File: config.mk
export PLATFORM = sky130hd
export DESIGN_NAME = interrupt_sequencer_flat
export DESIGN_NICKNAME = d
export VERILOG_FILES = /design/src/rtl/interrupt_sequencer_if.sv /design/src/rtl/interrupt_sequencer.sv /design/src/flat_wrapper.sv
export SDC_FILE = /design/constraint.sdc
export NUM_CORES = 1
export LEC_CHECK = 0
export BUFFER_PORTS_ARGS = -buffer_cell sky130_fd_sc_hd__buf_2
export CAP_MARGIN = 15
export CORE_ASPECT_RATIO = 0.5
export CORE_MARGIN = 2
export CORE_UTILIZATION = 36
export CTS_CLUSTER_DIAMETER = 40
export DETAILED_ROUTE_END_ITERATION = 8
export HOLD_SLACK_MARGIN = 0.12
export PLACE_DENSITY = 0.66
export SYNTH_ARGS = -nofsm -noshare
export SYNTH_HDL_FRONTEND = slang
export SYNTH_SLANG_ARGS = --single-unit
File: constraint.sdc
create_clock -name clk -period 2.2 [get_ports clk]
set_clock_uncertainty 0.1 [all_clocks]
set_input_delay 0.11 -clock clk [delete_from_list [all_inputs] [get_ports clk]]
set_output_delay 0.11 -clock clk [all_outputs]
set_load 0.02 [all_outputs]
File: src/rtl/interrupt_sequencer_if.sv
// Memory bus between the interrupt sequencer and the 6502 bus/memory side.
// Latency: combinational wires only; the sequencer decodes addr/we/data_out from its state register.
// Backpressure: rdy low stalls read cycles; write cycles always complete.
//
// Signals:
//   addr     bus address driven by the sequencer
//   data_out bus write data driven by the sequencer
//   we       write strobe driven by the sequencer
//   data_in  memory read data returned to the sequencer
//   rdy      6502 RDY; low stalls read cycles only
interface interrupt_sequencer_if;
    logic [15:0] addr;
    logic [7:0]  data_out;
    logic        we;
    logic [7:0]  data_in;
    logic        rdy;

    modport master (
        output addr,
        output data_out,
        output we,
        input  data_in,
        input  rdy
    );

    modport slave (
        input  addr,
        input  data_out,
        input  we,
        output data_in,
        output rdy
    );
endinterface

File: src/rtl/interrupt_sequencer.sv
// NMOS 6502 RST/NMI/IRQ/BRK entry sequencer: two dummy reads, three pushes, vector fetch, PC/SP hand-off.
// Latency: start registered off instr_done (or pending reset); pc_load 8 cycles after the start edge when rdy=1.
// Backpressure: rdy low stalls dummy reads, vector reads and RST stack reads; real pushes never stall.
//
// Ports:
//   clk, reset_n     CPU clock, asynchronous active-low reset
//   bus              memory bus (addr, data_out, we out; data_in, rdy in)
//   irq_pending      IRQ level request, masked by i_flag
//   nmi_pending      latched NMI request; cleared upstream by nmi_ack
//   i_flag           P.I
//   brk_req          BRK decoded, qualified by instr_done
//   instr_done       last cycle of current instruction
//   pc_in/p_in/sp_in core PC (PC+2 for BRK), status and stack pointer
//   busy             sequence in progress; core holds fetch
//   set_i            one-cycle pulse to set P.I
//   nmi_ack          one-cycle pulse when the NMI vector is taken
//   pc_load          one-cycle pulse; pc_out and sp_out valid
//   pc_out, sp_out   vector target and final stack pointer
module interrupt_sequencer (
    input  logic                         clk,
    input  logic                         reset_n,
    interrupt_sequencer_if.master        bus,
    input  logic                         irq_pending,
    input  logic                         nmi_pending,
    input  logic                         i_flag,
    input  logic                         brk_req,
    input  logic                         instr_done,
    input  logic [15:0]                  pc_in,
    input  logic [7:0]                   p_in,
    input  logic [7:0]                   sp_in,
    output logic                         busy,
    output logic                         set_i,
    output logic                         nmi_ack,
    output logic                         pc_load,
    output logic [15:0]                  pc_out,
    output logic [7:0]                   sp_out
);

    typedef enum logic [3:0] {
        S_IDLE   = 4'd0,
        S_DUM1   = 4'd1,
        S_DUM2   = 4'd2,
        S_PUSH_H = 4'd3,
        S_PUSH_L = 4'd4,
        S_PUSH_P = 4'd5,
        S_VEC_LO = 4'd6,
        S_VEC_HI = 4'd7,
        S_LOAD   = 4'd8
    } state_t;

    typedef enum logic [1:0] {
        SRC_RST = 2'd0,
        SRC_NMI = 2'd1,
        SRC_IRQ = 2'd2,
        SRC_BRK = 2'd3
    } src_t;

    localparam logic [15:0] VEC_NMI = 16'hFFFA;
    localparam logic [15:0] VEC_RST = 16'hFFFC;
    localparam logic [15:0] VEC_IRQ = 16'hFFFE;

    state_t      state;
    src_t        src;
    logic [7:0]  sp_w;
    logic [7:0]  vec_lo;
    logic        rst_pend;
    logic [15:0] base;

    // ------------------------------------------------------------------
    // Start decision (evaluated only in IDLE)
    // ------------------------------------------------------------------
    logic irq_ok;
    logic start;
    src_t start_src;

    always_comb begin
        irq_ok    = irq_pending & ~i_flag;
        start     = rst_pend | (instr_done & (nmi_pending | irq_ok | brk_req));
        start_src = SRC_BRK;
        if (rst_pend)
            start_src = SRC_RST;
        else if (nmi_pending)
            start_src = SRC_NMI;
        else if (irq_ok)
            start_src = SRC_IRQ;
    end

    // ------------------------------------------------------------------
    // Stall: only read cycles honour rdy. During RST the push states are
    // dummy stack reads, so they stall too.
    // ------------------------------------------------------------------
    logic read_cycle;
    logic stall;

    always_comb begin
        case (state)
            S_DUM1, S_DUM2, S_VEC_LO, S_VEC_HI: read_cycle = 1'b1;
            S_PUSH_H, S_PUSH_L, S_PUSH_P:       read_cycle = (src == SRC_RST);
            default:                            read_cycle = 1'b0;
        endcase
        stall = read_cycle & ~bus.rdy;
    end

    // ------------------------------------------------------------------
    // Sequencer state and registered pulse outputs
    // ------------------------------------------------------------------
    always_ff @(posedge clk or negedge reset_n) begin
        if (!reset_n) begin
            state    <= S_IDLE;
            src      <= SRC_RST;
            sp_w     <= 8'h00;
            vec_lo   <= 8'h00;
            rst_pend <= 1'b1;
            base     <= VEC_IRQ;
            set_i    <= 1'b0;
            nmi_ack  <= 1'b0;
            pc_load  <= 1'b0;
            pc_out   <= 16'h0000;
            sp_out   <= 8'h00;
        end else begin
            set_i   <= 1'b0;
            nmi_ack <= 1'b0;
            pc_load <= 1'b0;

            case (state)
                S_IDLE: begin
                    if (start) begin
                        src   <= start_src;
                        state <= S_DUM1;
                        if (rst_pend) begin
                            // Reset entry walks the stack from 00 down to FD.
                            sp_w     <= 8'h00;
                            rst_pend <= 1'b0;
                        end else begin
                            sp_w <= sp_in;
                        end
                    end
                end

                S_DUM1: if (!stall) state <= S_DUM2;

                S_DUM2: if (!stall) state <= S_PUSH_H;

                S_PUSH_H: begin
                    if (!stall) begin
                        sp_w  <= sp_w - 8'd1;
                        state <= S_PUSH_L;
                    end
                end

                S_PUSH_L: begin
                    if (!stall) begin
                        sp_w  <= sp_w - 8'd1;
                        state <= S_PUSH_P;
                    end
                end

                S_PUSH_P: begin
                    if (!stall) begin
                        sp_w  <= sp_w - 8'd1;
                        state <= S_VEC_LO;
                        set_i <= 1'b1;
                        // Vector is chosen here, not at start: a pending NMI
                        // hijacks an IRQ/BRK already in progress (NMOS behaviour).
                        if (src == SRC_RST) begin
                            base <= VEC_RST;
                        end else if (nmi_pending) begin
                            base    <= VEC_NMI;
                            nmi_ack <= 1'b1;
                        end else begin
                            base <= VEC_IRQ;
                        end
                    end
                end

                S_VEC_LO: begin
                    if (!stall) begin
                        vec_lo <= bus.data_in;
                        state  <= S_VEC_HI;
                    end
                end

                S_VEC_HI: begin
                    if (!stall) begin
                        pc_out  <= {bus.data_in, vec_lo};
                        sp_out  <= sp_w;
                        pc_load <= 1'b1;
                        state   <= S_LOAD;
                    end
                end

                S_LOAD: state <= S_IDLE;

                default: state <= S_IDLE;
            endcase
        end
    end

    // ------------------------------------------------------------------
    // Moore bus decode. Reset forces state to IDLE asynchronously, so we
    // drops immediately without extra gating.
    // ------------------------------------------------------------------
    logic [7:0]  p_push;
    logic [15:0] addr_c;
    logic [7:0]  data_c;
    logic        we_c;

    always_comb begin
        // Bit 5 always reads 1 on the stack; B is 1 only for BRK.
        p_push    = (p_in | 8'h20) & 8'hEF;
        p_push[4] = (src == SRC_BRK);

        addr_c = pc_in;
        data_c = 8'h00;
        we_c   = 1'b0;

        case (state)
            S_PUSH_H: begin
                addr_c = {8'h01, sp_w};
                data_c = pc_in[15:8];
                we_c   = (src != SRC_RST);
            end
            S_PUSH_L: begin
                addr_c = {8'h01, sp_w};
                data_c = pc_in[7:0];
                we_c   = (src != SRC_RST);
            end
            S_PUSH_P: begin
                addr_c = {8'h01, sp_w};
                data_c = p_push;
                we_c   = (src != SRC_RST);
            end
            S_VEC_LO: addr_c = base;
            S_VEC_HI: addr_c = base + 16'd1;
            default: begin
                addr_c = pc_in;
            end
        endcase
    end

    assign bus.addr     = addr_c;
    assign bus.data_out = data_c;
    assign bus.we       = we_c;
    assign busy         = (state != S_IDLE);

endmodule

File: src/flat_wrapper.sv
// flat-port wrapper written by rule: the top's interface ports become plain ports
module interrupt_sequencer_flat 
  (clk, reset_n, irq_pending, nmi_pending, i_flag, brk_req, instr_done, pc_in, p_in, sp_in, busy, set_i, nmi_ack, pc_load, pc_out, sp_out, bus_addr, bus_data_out, bus_we, bus_data_in, bus_rdy);
  interrupt_sequencer_if bus_i ();
  input  logic clk;
  input  logic reset_n;
  input  logic irq_pending;
  input  logic nmi_pending;
  input  logic i_flag;
  input  logic brk_req;
  input  logic instr_done;
  input  logic [15:0] pc_in;
  input  logic [7:0] p_in;
  input  logic [7:0] sp_in;
  output logic busy;
  output logic set_i;
  output logic nmi_ack;
  output logic pc_load;
  output logic [15:0] pc_out;
  output logic [7:0] sp_out;
  output wire logic [$bits(bus_i.addr)-1:0] bus_addr;
  output wire logic [$bits(bus_i.data_out)-1:0] bus_data_out;
  output wire logic [$bits(bus_i.we)-1:0] bus_we;
  input wire logic [$bits(bus_i.data_in)-1:0] bus_data_in;
  input wire logic [$bits(bus_i.rdy)-1:0] bus_rdy;
  assign bus_addr = bus_i.addr;
  assign bus_data_out = bus_i.data_out;
  assign bus_we = bus_i.we;
  assign bus_i.data_in = bus_data_in;
  assign bus_i.rdy = bus_rdy;
  interrupt_sequencer u_core (.clk(clk), .reset_n(reset_n), .bus(bus_i), .irq_pending(irq_pending), .nmi_pending(nmi_pending), .i_flag(i_flag), .brk_req(brk_req), .instr_done(instr_done), .pc_in(pc_in), .p_in(p_in), .sp_in(sp_in), .busy(busy), .set_i(set_i), .nmi_ack(nmi_ack), .pc_load(pc_load), .pc_out(pc_out), .sp_out(sp_out));
endmodule
Yosys cells after proc, flatten, opt, wreduce, memory -nomap -nowiden
Cells that the tools add are included.
Widths: inputs -> output; s select.
{ "word_totals": {"register_bits": 66, "latch_bits": 0, "mem_bits_rw": 0, "rom_bits": 0, "input_bits": 48, "out_inout_bits": 53, "word_cells": 81, "mem_count": 0} }
{ "classes": {"add_sub_neg": 2, "n_mul": 0, "div": 0, "magnitude_cmp": 0, "n_eq_ne": 17, "shift": 0, "mux": 29, "bitwise": 9, "n_reduce_logical": 13} }
{ "ops": {"columns": ["op", "n"], "rows": [
  ["$pmux 16 s3", 1],
  ["$mux 4", 8],
  ["$pmux 4 s8", 1],
  ["$mux 8", 3],
  ["$pmux 8 s3", 1],
  ["$add 16x1->16 const B", 1],
  ["$eq 4x3->1 const B", 4],
  ["$mux 16", 1],
  ["$ne 2x2->1 const B", 8],
  ["$pmux 8 s2", 1],
  ["$mux 1", 9],
  ["$eq 4x2->1 const B", 2],
  ["$reduce_and 2->1", 4],
  ["$reduce_and 8->1", 1],
  ["$sub 8x1->8 const B", 1],
  ["$eq 4x1->1 const B", 1],
  ["$logic_not 4->1", 1],
  ["$mux 2", 2],
  ["$reduce_bool 2->1", 2],
  ["$reduce_bool 4->1", 1],
  ["$reduce_or 4->1", 1],
  ["$and 1x1->1", 3],
  ["$mux 3", 1],
  ["$not 1->1", 3],
  ["7 further kinds", 9]
]} }

Depth between registers and ports, before layout
{ "depth": {"depth_word": 8, "mapped_depth": 7, "mapped_depth_nobuf": 7} }

Worst setup path before layout
OpenSTA, ideal clock, no wires.
{ "synth_path": {"path_kind": "register to register", "startpoint": "register u_core.state[2]", "endpoint": "register u_core.sp_w[1]", "arrival_ns": 1.475, "path_slack_ns": 0.500, "stages_incl_launch_ff": 6, "n_path_buf": 1, "path_cell_list": "dfrtp_1 > buf_6 > nor4_2 > o21ai_2 > o21ai_4 > mux2_2"} }
{ "synth_via": {"elab_chain_len": 6} }
{ "synth_lines": {"columns": ["element", "line_no", "text"], "rows": [
  ["from (decl)", "interrupt_sequencer.sv:62", "state_t state;"],
  ["from (signal assigned)", "interrupt_sequencer.sv:109", "state <= S_IDLE;"],
  ["from (signal assigned)", "interrupt_sequencer.sv:129", "state <= S_DUM1;"],
  ["from (signal assigned)", "interrupt_sequencer.sv:140", "S_DUM1: if (!stall) state <= S_DUM2;"],
  ["$eq 4x1->1, or another cell as far along", "interrupt_sequencer.sv:96", "case (state)"],
  ["$reduce_or 4->1 / $reduce_or 3->1 (equally long branches)", null, null],
  ["$pmux 1 s2", "interrupt_sequencer.sv:96", null],
  ["$and 1x1->1", "interrupt_sequencer.sv:101", "stall = read_cycle & ~bus.rdy;"],
  ["$ne 2x2->1 (no line)", null, null],
  ["$reduce_and 3->1 (no line)", null, null],
  ["to (signal assigned)", "interrupt_sequencer.sv:135", "sp_w <= sp_in;"],
  ["to (signal assigned)", "interrupt_sequencer.sv:146", "sp_w <= sp_w - 8'd1;"],
  ["to (signal assigned)", "interrupt_sequencer.sv:153", "sp_w <= sp_w - 8'd1;"],
  ["to (decl)", "interrupt_sequencer.sv:64", "logic [7:0] sp_w;"]
]} }
Parallel ways exist; a longest one is shown, timed or not.
A chain may end at the register's enable or synchronous reset.

Final worst setup path
{ "layout_path": {"startpoint": "register u_core.state[1]", "endpoint": "output bus_addr[7]"} }
{ "layout_via": {"elab_chain_len": 3} }
{ "layout_lines": {"columns": ["element", "line_no", "text"], "rows": [
  ["$eq 4x2->1 / $eq 4x3->1 (equally long branches)", "interrupt_sequencer.sv:217", "case (state)"],
  ["$reduce_or 3->1 (no line)", null, null],
  ["$pmux 16 s3 *", "interrupt_sequencer.sv:217", null],
  ["to (decl)", "flat_wrapper.sv:21", "output wire logic [$bits(bus_i.addr)-1:0] bus_addr;"]
]} }
Mark *: on every way between the ends. The rest lies on a longest branch, timed or not.

==> flow_metrics.py <==
metrics = {
    "status": {
        "status": "completed",
    },
    "yosys": {
        "synth_seq_area_share": 0.469,
        "synth_top_cells_by_area": "dfrtp_1 44%, mux2_2 13%, nand2_1 4.7%",
        "syn_area_per_cell_sq_um": 10.6,
        "yosysWarnings": 0,
        "synth_edf_count": 0,
        "synth_largest_area_cell": "dfrtp_1",
        "synth_top_area_frac": 0.441,
        "syn_nets": 311,
        "synthFlopType": "dfrtp_1",
        "ys_ff_latch": 52,
        "syn-instance-count": 262,
        "async_flop_share": 1.00,
        "synth_area_sq_um": 2780,
        "ys_types": 52,
    },
    "sta": {
        "grt_setup_unrepaired": "false",
        "period_minus_slack_ns": 2.09,
        "tightest_slew_ns": 0.520,
        "hold_viol_final": 0,
        "min_period_over_period": 0.950,
        "setup_viol": 0,
        "slew_headroom": 0.650,
        "fin_setup_tns_ns": 0,
        "finalMaxSlewViolations": 0,
        "fmax_mhz": 478,
    },
    "cts": {
        "cts_max_level": 2,
        "clkTransAtPathRegs_ns": 0.07,
        "cts_setup_buffers": 0,
        "clk_latency_ns": 0.29,
        "cts_tree": "done",
        "clk_path_buf_depth": 2,
        "cts_buffers": 5,
        "clock_sinks": 52,
        "root_buffer": "clkbuf_16",
    },
    "place": {
        "place_congestion": 0.820,
        "dp_hpwl_microns": 5170,
        "dp.cells": 453,
        "port_buffers": 98,
    },
    "layout": {
        "final_cells": 472,
        "syn_to_final_growth_pct": 32.0,
        "antenna_cells": 0,
        "nets": 424,
        "final_layout_size_suffix_gt1_frac": 0.468,
    },
    "hold_path": {
        "holdCritStartpoint": "sp_in[1]",
        "hold_depth": 4,
        "hold_class": "primary input to flop",
        "hold_end": "u_core.sp_w[1]$_DFFE_PN0P_",
    },
    "power_and_ir_drop": {
        "p_per_area_nw_per_um2": 1630,
        "power_leakage_nw": 1.79,
        "sequentialPowerShare": 0.304,
        "switching_share": 0.453,
        "intPower_w": 0.00327,
        "switching_power_w": 0.00271,
        "pwr-share-comb": 0.567,
        "clkPwrFrac": 0.129,
        "ir_worst_vdd_v": 0.000679,
    },
    "setup_path": {
        "crit_arrival_ns": 1.88,
        "critPathRequiredTime_ns": 1.99,
        "end_kind": "output port",
        "rr_worst_depth": 6,
        "r2r_start": "u_core.state[1]$_DFFE_PN0P_",
        "worst_setup_path_start_kind": "flop",
        "r2r-end": "u_core.sp_w[2]$_DFFE_PN0P_",
        "cp_max_fo": 15,
        "r2r_setup_slack_ns": 0.33,
        "crit_type": "flop to output port",
    },
    "detailed_routing": {
        "drc": 0,
        "routedWlPerCell_microns": 14.6,
        "drtAntennaViolNets": 0,
        "drt_iter0_markers": 99,
        "first_pass_iters": 4,
        "wirelength_microns": 6880,
        "vias_per_cell": 5.03,
        "dr_total_vias": 2375,
    },
    "die": {
        "die_area_sq_um": 8490,
        "dieWidth_microns": 128,
        "fp-row-count": 22,
        "die_h_microns": 66.2,
        "io_pins": 101,
        "core_sq_um": 7400,
        "start_util": 0.376,
    },
    "global_routing": {
        "antenna_found_initial": 0,
        "grt_pass1_wl_microns": 11100,
        "grt_usage": 0.164,
        "grt_pass1_vias": 2330,
        "grt_max_degree": 33,
        "grt.overflow.total": 0,
    },
    "run": {
        "max-cap-violations": 0,
    },
}
-- power by group through the flow --
stage / registers (W) / clock network, W / logic [W]
after global placement: 0.00179 / 0 / 0.00330
final: 0.00182 / 0.000771 / 0.00338
after detailed placement: 0.00182 / 0 / 0.00338
after CTS: 0.00181 / 0.000794 / 0.00341
after floorplan: 0.00196 / 0 / 0.00221
after global routing: 0.00188 / 0.000846 / 0.00368
-- metal layers --
metal | vias up | wire length (microns) | track usage
met4 | 0 | 86 | 0.0467
met1 | 1151 | 3210 | 0.208
li1 | 1155 | - | -
met3 | 10 | 263 | 0.0235
met5 | - | 0 | 0
met2 | 59 | 3320 | 0.297
-- stage by stage --
step / power [W] / utilization / worst slack, ns / hold slack [ns] / cell area, sq um
final: 0.00597 / 0.496 / 0.110 / 0.132 / 3670
after global routing: 0.00641 / 0.496 / 0.00642 / 0.133 / 3670
after CTS: 0.00601 / 0.495 / 0.0103 / 0.130 / 3660
after detailed placement: 0.00520 / 0.461 / 0.227 / -0.0102 / 3410
after global placement: 0.00509 / 0.461 / 0.284 / -0.0308 / 3410
after floorplan: 0.00417 / - / 0.500 / -0.286 / 2780
-- Yosys cell counts (3+ instances only) --
cell and count:
dfstp_2 3, a21oi_1 12, nand2b_1 5, a21oi_2 9, buf_4 3, nand2_1 35, mux2_2 31, dfrtp_1 49
nor2b_1 6, inv_1 9, a31o_2 4, mux2i_1 12, nor2_1 18, buf_2 6, o21ai_0 15
-- cells in the final DEF, fill, tap and decap left out, types with 11 or more instances in the layout --
master,count
a21oi_1,12
mux2_2,31
nand2_1,35
buf_2,98
o21ai_0,15
mux2i_1,12
dfrtp_1,47
dlygate4sd3_1,11
nor2_1,17
-- worst max-delay path by stage --
stage,startpoint,slack (ns),to
3_5_place_dp,u_core.state[1]$_DFFE_PN0P_,0.23,u_core.sp_w[2]$_DFFE_PN0P_
5_1_grt,u_core.state[1]$_DFFE_PN0P_,0.006,bus_addr[5]
2_1_floorplan,u_core.state[2]$_DFFE_PN0P_,0.50,u_core.sp_w[1]$_DFFE_PN0P_
6_report,u_core.state[1]$_DFFE_PN0P_,0.11,bus_addr[7]
4_1_cts,u_core.state[0]$_DFFE_PN0P_,0.01,bus_addr[7]
3_3_place_gp,u_core.state[1]$_DFFE_PN0P_,0.28,u_core.sp_w[2]$_DFFE_PN0P_
-- repair_timing --
item / CTS / global route
hold endpoints to repair: 41 / 0
endpoints found under the setup margin: 7 / 15
hold buffers: 11 / 0
pin swaps: 0 / 0
gates resized for setup: 1 / 3
-- registers in the layout, indices dropped and copies added, names as in the netlist, 2 cells and up --
name and cells:
u_core.sp_out 8, u_core.state 4, u_core.base 2, u_core.vec_lo 8, u_core.sp_w 8, u_core.src 2, u_core.pc_out 16
-- cells by family after synthesis --
kind of cell / count (synthesis) / synth area share
flip-flops: 52 / 0.469
AND/OR/NAND/NOR: 83 / 0.156
adder cells (fa/ha/maj): 1 / 0.00450
XOR/XNOR: 2 / 0.00630
AO/OA/AOI/OAI: 57 / 0.146
buffers and inverters: 22 / 0.0418
multiplexers: 45 / 0.177
-- worst max-delay path, stage by stage (launching register included) --
cell	delay (ns)
dfrtp_2	0.52
a21oi_1	0.10
or2_2	0.31
buf_4	0.21
mux2i_1	0.16
nand2_1	0.09
buf_2	0.19
-- final cells by class --
| type | count | area [sq um] |
|---|---|---|
| Clock inverter | 2 | 13.8 |
| Multi-Input combinational cell | 188 | 1360 |
| Timing Repair Buffer | 119 | 704 |
| Inverter | 9 | 33.8 |
| Fill cell | 680 | 3730 |
| Tap cell | 96 | 120 |
| Clock buffer | 6 | 129 |
| Sequential cell | 52 | 1310 |
Power figures use the tool's default switching activity.
